## config.mk

```make
export PLATFORM = sky130hd
export DESIGN_NAME = clz_decoder_seq
export DESIGN_NICKNAME = d
export VERILOG_FILES = /design/src/rtl/zbb_pkg.sv /design/src/rtl/clz_decoder_step.sv /design/src/rtl/clz_decoder_seq.sv
export SDC_FILE = /design/constraint.sdc
export NUM_CORES = 1
export LEC_CHECK = 0
export ABC_CLOCK_PERIOD_IN_PS = 5050
export CAP_MARGIN = 20
export CORE_ASPECT_RATIO = 0.5
export CORE_MARGIN = 2
export CORE_UTILIZATION = 56
export CTS_CLUSTER_DIAMETER = 150
export DETAILED_ROUTE_END_ITERATION = 7
export PLACE_DENSITY = 0.85
export SLEW_MARGIN = 5
export SYNTH_ARGS = -nofsm -noshare
export SYNTH_HDL_FRONTEND = slang
export SYNTH_SLANG_ARGS = --single-unit
```

## constraint.sdc

```tcl
create_clock -name clk -period 5.05 [get_ports clk]
set_clock_uncertainty 0.1 [all_clocks]
set_input_delay 0.7575 -clock clk [delete_from_list [all_inputs] [get_ports clk]]
set_output_delay 0.7575 -clock clk [all_outputs]
set_load 0.02 [all_outputs]
```

## src/rtl/zbb_pkg.sv

```systemverilog
// Shared constants for the Zbb count-leading/trailing-zero helpers:
// mode encodings, decoder FSM states and per-mode seed words.
package zbb_pkg;

  localparam int XLEN  = 32;
  localparam int CNT_W = $clog2(XLEN) + 1;

  localparam logic [1:0] MODE_LEAD_ONEHOT  = 2'd0;
  localparam logic [1:0] MODE_TRAIL_ONEHOT = 2'd1;
  localparam logic [1:0] MODE_LEAD_MASK    = 2'd2;
  localparam logic [1:0] MODE_TRAIL_MASK   = 2'd3;

  typedef logic [1:0] state_t;
  localparam state_t ST_IDLE  = 2'd0;
  localparam state_t ST_SHIFT = 2'd1;
  localparam state_t ST_DONE  = 2'd2;

  localparam logic [XLEN-1:0] SEED_LEAD_ONEHOT  = 32'h8000_0000;
  localparam logic [XLEN-1:0] SEED_TRAIL_ONEHOT = 32'h0000_0001;
  localparam logic [XLEN-1:0] SEED_MASK         = 32'hFFFF_FFFF;

  function automatic logic [XLEN-1:0] seed_for_mode(input logic [1:0] mode);
    logic [XLEN-1:0] seed;
    case (mode)
      MODE_LEAD_ONEHOT:  seed = SEED_LEAD_ONEHOT;
      MODE_TRAIL_ONEHOT: seed = SEED_TRAIL_ONEHOT;
      default:           seed = SEED_MASK;
    endcase
    return seed;
  endfunction

  // Bit 0 of the mode selects the trailing (left-shifting) direction.
  function automatic logic mode_is_trail(input logic [1:0] mode);
    return mode[0];
  endfunction

endpackage

```

## src/rtl/clz_decoder_step.sv

```systemverilog
// Combinational zero-filled shift by a small step, left for trailing modes
// and right for leading modes.
module clz_decoder_step
  import zbb_pkg::*;
#(
  parameter int STEP_W = 1
) (
  input  logic [XLEN-1:0]   data,
  input  logic              left,
  input  logic [STEP_W-1:0] step,
  output logic [XLEN-1:0]   result
);

  always_comb begin
    result = '0;
    if (left) result = data << step;
    else      result = data >> step;
  end

endmodule

```

## src/rtl/clz_decoder_seq.sv

```systemverilog
// Iterative inverse of the clz/ctz encoder: builds a one-hot or mask word
// with a requested number of leading or trailing zeros.
//
// state    | meaning
// ST_IDLE  | waiting for a request, in_ready high
// ST_SHIFT | shifting the seed until the remaining count reaches zero
// ST_DONE  | result presented, held until out_ready
module clz_decoder_seq
  import zbb_pkg::*;
#(
  parameter int SHIFT_PER_CYCLE = 1
) (
  input  logic             clk,
  input  logic             rst_n,
  input  logic             in_valid,
  output logic             in_ready,
  input  logic [CNT_W-1:0] in_cnt,
  input  logic [1:0]       in_mode,
  output logic             out_valid,
  input  logic             out_ready,
  output logic [XLEN-1:0]  out_data,
  output logic             out_err
);

  localparam int STEP_W = $clog2(SHIFT_PER_CYCLE) + 1;
  localparam logic [CNT_W-1:0] MAX_CNT = CNT_W'(XLEN);

  state_t            state;
  logic [XLEN-1:0]   shreg;
  logic [CNT_W-1:0]  rem;
  logic [1:0]        mode_q;
  logic              err;

  logic [STEP_W-1:0] step;
  logic [CNT_W-1:0]  rem_next;
  logic [XLEN-1:0]   shifted;

  always_comb begin
    step = STEP_W'(SHIFT_PER_CYCLE);
    if (rem < CNT_W'(SHIFT_PER_CYCLE)) step = rem[STEP_W-1:0];
    rem_next = rem - CNT_W'(step);
  end

  clz_decoder_step #(
    .STEP_W (STEP_W)
  ) u_step (
    .data   (shreg),
    .left   (mode_is_trail(mode_q)),
    .step   (step),
    .result (shifted)
  );

  always_ff @(posedge clk or negedge rst_n) begin
    if (!rst_n) begin
      state  <= ST_IDLE;
      shreg  <= '0;
      rem    <= '0;
      mode_q <= '0;
      err    <= 1'b0;
    end else begin
      case (state)
        ST_IDLE: begin
          if (in_valid) begin
            mode_q <= in_mode;
            rem    <= in_cnt;
            if (in_cnt > MAX_CNT) begin
              shreg <= '0;
              err   <= 1'b1;
              state <= ST_DONE;
            end else begin
              shreg <= seed_for_mode(in_mode);
              err   <= 1'b0;
              state <= (in_cnt == '0) ? ST_DONE : ST_SHIFT;
            end
          end
        end
        ST_SHIFT: begin
          shreg <= shifted;
          rem   <= rem_next;
          if (rem_next == '0) state <= ST_DONE;
        end
        ST_DONE: begin
          if (out_ready) begin
            state <= ST_IDLE;
            err   <= 1'b0;
          end
        end
        default: state <= ST_IDLE;
      endcase
    end
  end

  assign in_ready  = (state == ST_IDLE);
  assign out_valid = (state == ST_DONE);
  assign out_data  = shreg;
  assign out_err   = err;

endmodule

```

# After elaboration in Yosys (flattened, before gate mapping)
# Cells that the tools add are included.
[word_totals]
inputBits = 12
reg_bits = 42
elab_cells = 44
[op_classes]
shifts = 2
reduce_logical = 10
eq_ne = 6
add_sub_neg = 1
n_lt_le_gt_ge = 2
muxes = 18
[ops]
columns = ["operator", "count"]
rows = [
  ["case mux 32 bit (2 select lines)", 2],
  ["2-to-1 mux 32 bit", 3],
  ["<< shifter 32 x 1 -> 32 bit", 1],
  ["right shift 32 x 1 -> 32 bit", 1],
  ["logical NOT 6 bit", 2],
  ["case mux 6 bit (2 select lines)", 1],
  ["2-to-1 mux 2 bit", 5],
  ["greater-than comparator 6 bit (second input constant)", 1],
  ["less-than comparator 6 x 1 -> 1 bit (second input constant)", 1],
  ["2-to-1 mux 6 bit", 1],
  ["case mux 2 bit (3 select lines)", 1],
  ["AND reduction 3 bit", 2],
  ["subtractor 6 x 1 -> 6 bit", 1],
  ["equality test 2 x 1 -> 1 bit (second input constant)", 2],
  ["logical NOT 2 bit", 2],
  ["2-to-1 mux 1 bit", 4],
  ["!= test 2 bit (second input constant)", 2],
  ["AND reduction 2 bit", 2],
  ["nonzero test 2 bit", 2],
  ["equality test 2 bit (second input constant)", 1],
  ["!= test 2 x 1 -> 1 bit (second input constant)", 1],
  ["case mux 1 bit (2 select lines)", 1],
]

# Logic depth before layout (Yosys ltp)
[depth]
depth_word = 6
mapped_depth = 8
depth_no_buf = 7

# Cells and area by module
# Synthesis repeated with hierarchy kept, for this count alone.
[unflattened]
cells_unflattened = 296
area_unflattened_um2 = 2615.0
[modules_own_cells]
columns = ["mod", "n_inst", "area_per_inst_um2", "seq_area_each_um2", "cells_each"]
rows = [
  ["clz_decoder_seq", 1, 1915.6, 1051.0, 189],
  ["clz_decoder_step", 1, 699.4, 0.0, 107],
]

# Worst setup path after synthesis
# OpenSTA, ideal clock, no wires.
[synth_path]
path_kind = "in2reg"
start = "input in_cnt[1]"
end = "register shreg[3] (netlist: out_data[3])"
required_time_ns = 4.863
setup_ns = 0.087
stages = 5
slack_ns = 2.957
t_arrival_ns = 1.906
cell_sequence = "or4_4 o21ai_4 a21oi_2 buf_6 a211oi_2"
[synth_between]
elab_chain_len = 4
[synth_lines]
columns = ["item", "line", "text"]
rows = [
  ["from (decl)", "clz_decoder_seq.sv:17", "input logic [CNT_W-1:0] in_cnt,"],
  ["greater-than comparator 6 bit", "clz_decoder_seq.sv:66", "if (in_cnt > MAX_CNT) begin"],
  ["2-to-1 mux 32 bit", "clz_decoder_seq.sv:66", ""],
  ["2-to-1 mux 32 bit", "clz_decoder_seq.sv:63", "if (in_valid) begin"],
  ["case mux 32 bit (2 select lines)", "clz_decoder_seq.sv:61", "case (state)"],
  ["to (signal assigned)", "clz_decoder_seq.sv:71", "shreg <= seed_for_mode(in_mode);"],
  ["to (signal assigned)", "clz_decoder_seq.sv:78", "shreg <= shifted;"],
  ["to (decl)", "clz_decoder_seq.sv:29", "logic [XLEN-1:0] shreg;"],
]
# No other way between the ends. The select of a mux whose other input is x is not followed.
# A chain may end at the register's enable or synchronous reset.

# Worst setup path in the final report
[layout_path]
start = "register state[1]"
end = "output out_valid"
[layout_between]
elab_chain_len = 1
[layout_lines]
columns = ["item", "line", "text"]
rows = [
  ["from (decl)", "clz_decoder_seq.sv:28", "state_t state;"],
  ["from (signal assigned)", "clz_decoder_seq.sv:73", "state <= (in_cnt == '0) ? ST_DONE : ST_SHIFT;"],
  ["equality test 2 bit", "clz_decoder_seq.sv:94", "assign out_valid = (state == ST_DONE);"],
  ["to (decl)", "clz_decoder_seq.sv:19", "output logic out_valid,"],
]
# No other way between the ends.

==> impl_metrics.env <==
export IMPL_critPathLaunchType="flop"
export IMPL_synth_ff_type="dfrtp_1"
export IMPL_syn_area_per_cell_sq_um=10.7
export IMPL_syn_inst=225
export IMPL_fin_area_sq_um=3030
export IMPL_cts_sink_count=42
export IMPL_p_per_area_nw_per_um2=782
export IMPL_dieArea_sq_um=4890
export IMPL_clk_latency_ns=0.30
export IMPL_cp_required_ns=4.19
export IMPL_initial_core_util_pct=60.1
export IMPL_p_leak_uw=0.00123
export IMPL_io_pins=47
export IMPL_multi_input_area_sq_um=1270
export IMPL_area_growth_pct=25.2
export IMPL_end_kind="output pin"
export IMPL_antenna_found_initial=0
export IMPL_ys_ff_latch=42
export IMPL_outcome="complete, no violations"
export IMPL_ys_top_cells_by_area="dfrtp_1, a211oi_2, mux2i_1"
export IMPL_clkSlewWorstSetupHoldPaths_ns=0.08
export IMPL_route_detailed_drc=0
export IMPL_wire_per_inst_microns=15.7
export IMPL_period_needed_ns=2.70
export IMPL_htree_levels=2
export IMPL_synth_cell_type_count=39
export IMPL_cp_max_fo=9
export IMPL_fillCellCount=294
export IMPL_async_flop_share_pct=100
export IMPL_dp_hpwl_mm=3.45
export IMPL_finalHoldViolCount=0
export IMPL_syn_num_nets=238
export IMPL_synth_top_area_cell="dfrtp_1"
export IMPL_hp_class="flop to flop"
export IMPL_tightest_slew_ns=0.941
export IMPL_setup_tns_ns=0
export IMPL_dp_worst_setup_slack_ns=2.18
export IMPL_grt_overflow=0
export IMPL_wl_mm=5.02
export IMPL_crit_type="flop to output pin"
export IMPL_vias=1886
export IMPL_grt_use_total_pct=22.0
export IMPL_numPortBuffers=46
export IMPL_gp_congestion=0.938
export IMPL_cts_tree="built"
export IMPL_post_cts_buffers=0
export IMPL_startpoint="state[1]$_DFFE_PN0P_"
export IMPL_fin_crit_sh_pct=53.5
export IMPL_cts_buffers=5
export IMPL_ctsResizeCount=0
export IMPL_rows=16
export IMPL_maxSlewViolCount=0
export IMPL_max_slew_margin_pct=37.3
export IMPL_grt_pass1_wl_mm=8.63
export IMPL_cts_root_buf="clkbuf_8"
export IMPL_max_freq_mhz=370
export IMPL_synth_enable_flop_cells=0
export IMPL_maxCapViolations=0
export IMPL_ys_top_cells_by_count="dfrtp_1, nor2_1, mux2i_1, a211oi_2, buf_2"
export IMPL_dieHeight_microns=50.5
export IMPL_n_antenna_cell=0
export IMPL_yosysSeqAreaShare_pct=43.5
export IMPL_final_nets=278
export IMPL_coreArea_sq_um=4020
export IMPL_drive_gt1_share_pct=18.8
export IMPL_reg2reg_from="rem[3]$_DFFE_PN0P_"
export IMPL_max_vdd_ir_drop_uv=348
export IMPL_worstPathArrival_ns=1.85
export IMPL_fin_ws_ns=2.35
export IMPL_synth_top_cell_area_share_pct=43.5
export IMPL_setup_viol=0
export IMPL_antenna_left=0
export IMPL_holdBufCountCts=0
export IMPL_placed_cell_area_sq_um=2910
export IMPL_grt_max_degree=43
export IMPL_first_iter_violations=101
export IMPL_die_x_microns=96.9
export IMPL_p_total_uw=2370
export IMPL_cts_path_max_buffers=2
export IMPL_grt_pass1_vias=1854
export IMPL_grt_setup_unrepaired="false"
export IMPL_syn_area_sq_um=2420
export IMPL_seqCellArea_sq_um=1050
export IMPL_synth_most_common_cell="dfrtp_1"
export IMPL_first_pass_iters=4
export IMPL_avgViaCountPerCell=5.89
export IMPL_hold_start="out_err$_DFFE_PN0P_"
export IMPL_yosys_warnings=0
[cells by family after synthesis]
family / after synthesis / share of synthesized area, %
mux: 33 / 13.7
flops: 42 / 43.5
simple gates: 64 / 12.4
fa+ha+maj: 1 / 0.518
xor+xnor: 1 / 0.362
compound gates: 62 / 24.6
buf+inv: 22 / 4.86
[cell usage in the layout (no fill, tap or decap), types with 3 or more instances in the layout]
cell type,count
buf_4,3
o21ai_0,6
nand3_1,4
a31oi_1,4
a211oi_2,30
mux2i_1,32
dfrtp_1,42
clkbuf_8,5
nand2_1,6
nor2_1,40
inv_1,4
a21oi_1,6
nand2b_1,4
clkdlybuf4s50_1,45
o22ai_1,4
[critical path, stage by stage (launching register included)]
cell and delay, ns:
dfrtp_1 0.49, clkinv_1 0.30, nor2_1 0.16, clkdlybuf4s50_1 0.61
[metrics by stage]
stage | hold slack [ns] | util [%] | instances
3_5_place_dp | 0.438 | 72.4 | 312
3_3_place_gp | 0.442 | 71.7 | 311
2_1_floorplan | 0.362 | - | 225
5_1_grt | 0.509 | 75.2 | 320
4_1_cts | 0.471 | 75.2 | 320
6_report | 0.479 | 75.2 | 320
[flip-flops by register name, indices dropped and copies added, names as in the netlist]
name,flops
rem,6
state,2
mode_q,1
out_data,32
out_err,1
[where the power goes]
part	leakage, uW	switching, uW	total [uW]	internal (uW)
Combinational	0.000694	703	1350	647
Sequential	0.000478	234	747	513
Clock	0.0000585	121	269	148
[layer usage]
| layer | routed length, microns | vias to the layer above | share of wire, % | GRT usage [%] |
|---|---|---|---|---|
| met1 | 2200 | 935 | 44 | 28.2 |
| met3 | 188 | 4 | 3.7 | 4.32 |
| met4 | 21 | 0 | 0.42 | 3.52 |
| met2 | 2610 | 42 | 52 | 40.0 |
| met5 | 0 | - | 0 | 0 |
| li1 | - | 905 | - | - |
[layout make-up]
class                   instances  area share [%]
flip-flops and latches         42            34.7
multi-input cells             161            42.0
well taps                      54            2.23
clock buffers                   5            2.27
repair buffers                 50            16.7
inverters                       5           0.620
clock inverters                 3            1.45
[worst paths after layout]
kind	to	slack, ns	cells past startpoint
min reg2reg	out_err$_DFFE_PN0P_	0.48	2
min	out_err$_DFFE_PN0P_	0.48	2
max in group asynchronous	out_data[2]$_DFFE_PN0P_	3.76	1
max reg2reg	state[1]$_DFFE_PN0P_	2.79	7
min in group asynchronous	out_err$_DFFE_PN0P_	0.51	1
max	out_valid	2.35	3
(Power assumes the default switching activity.)
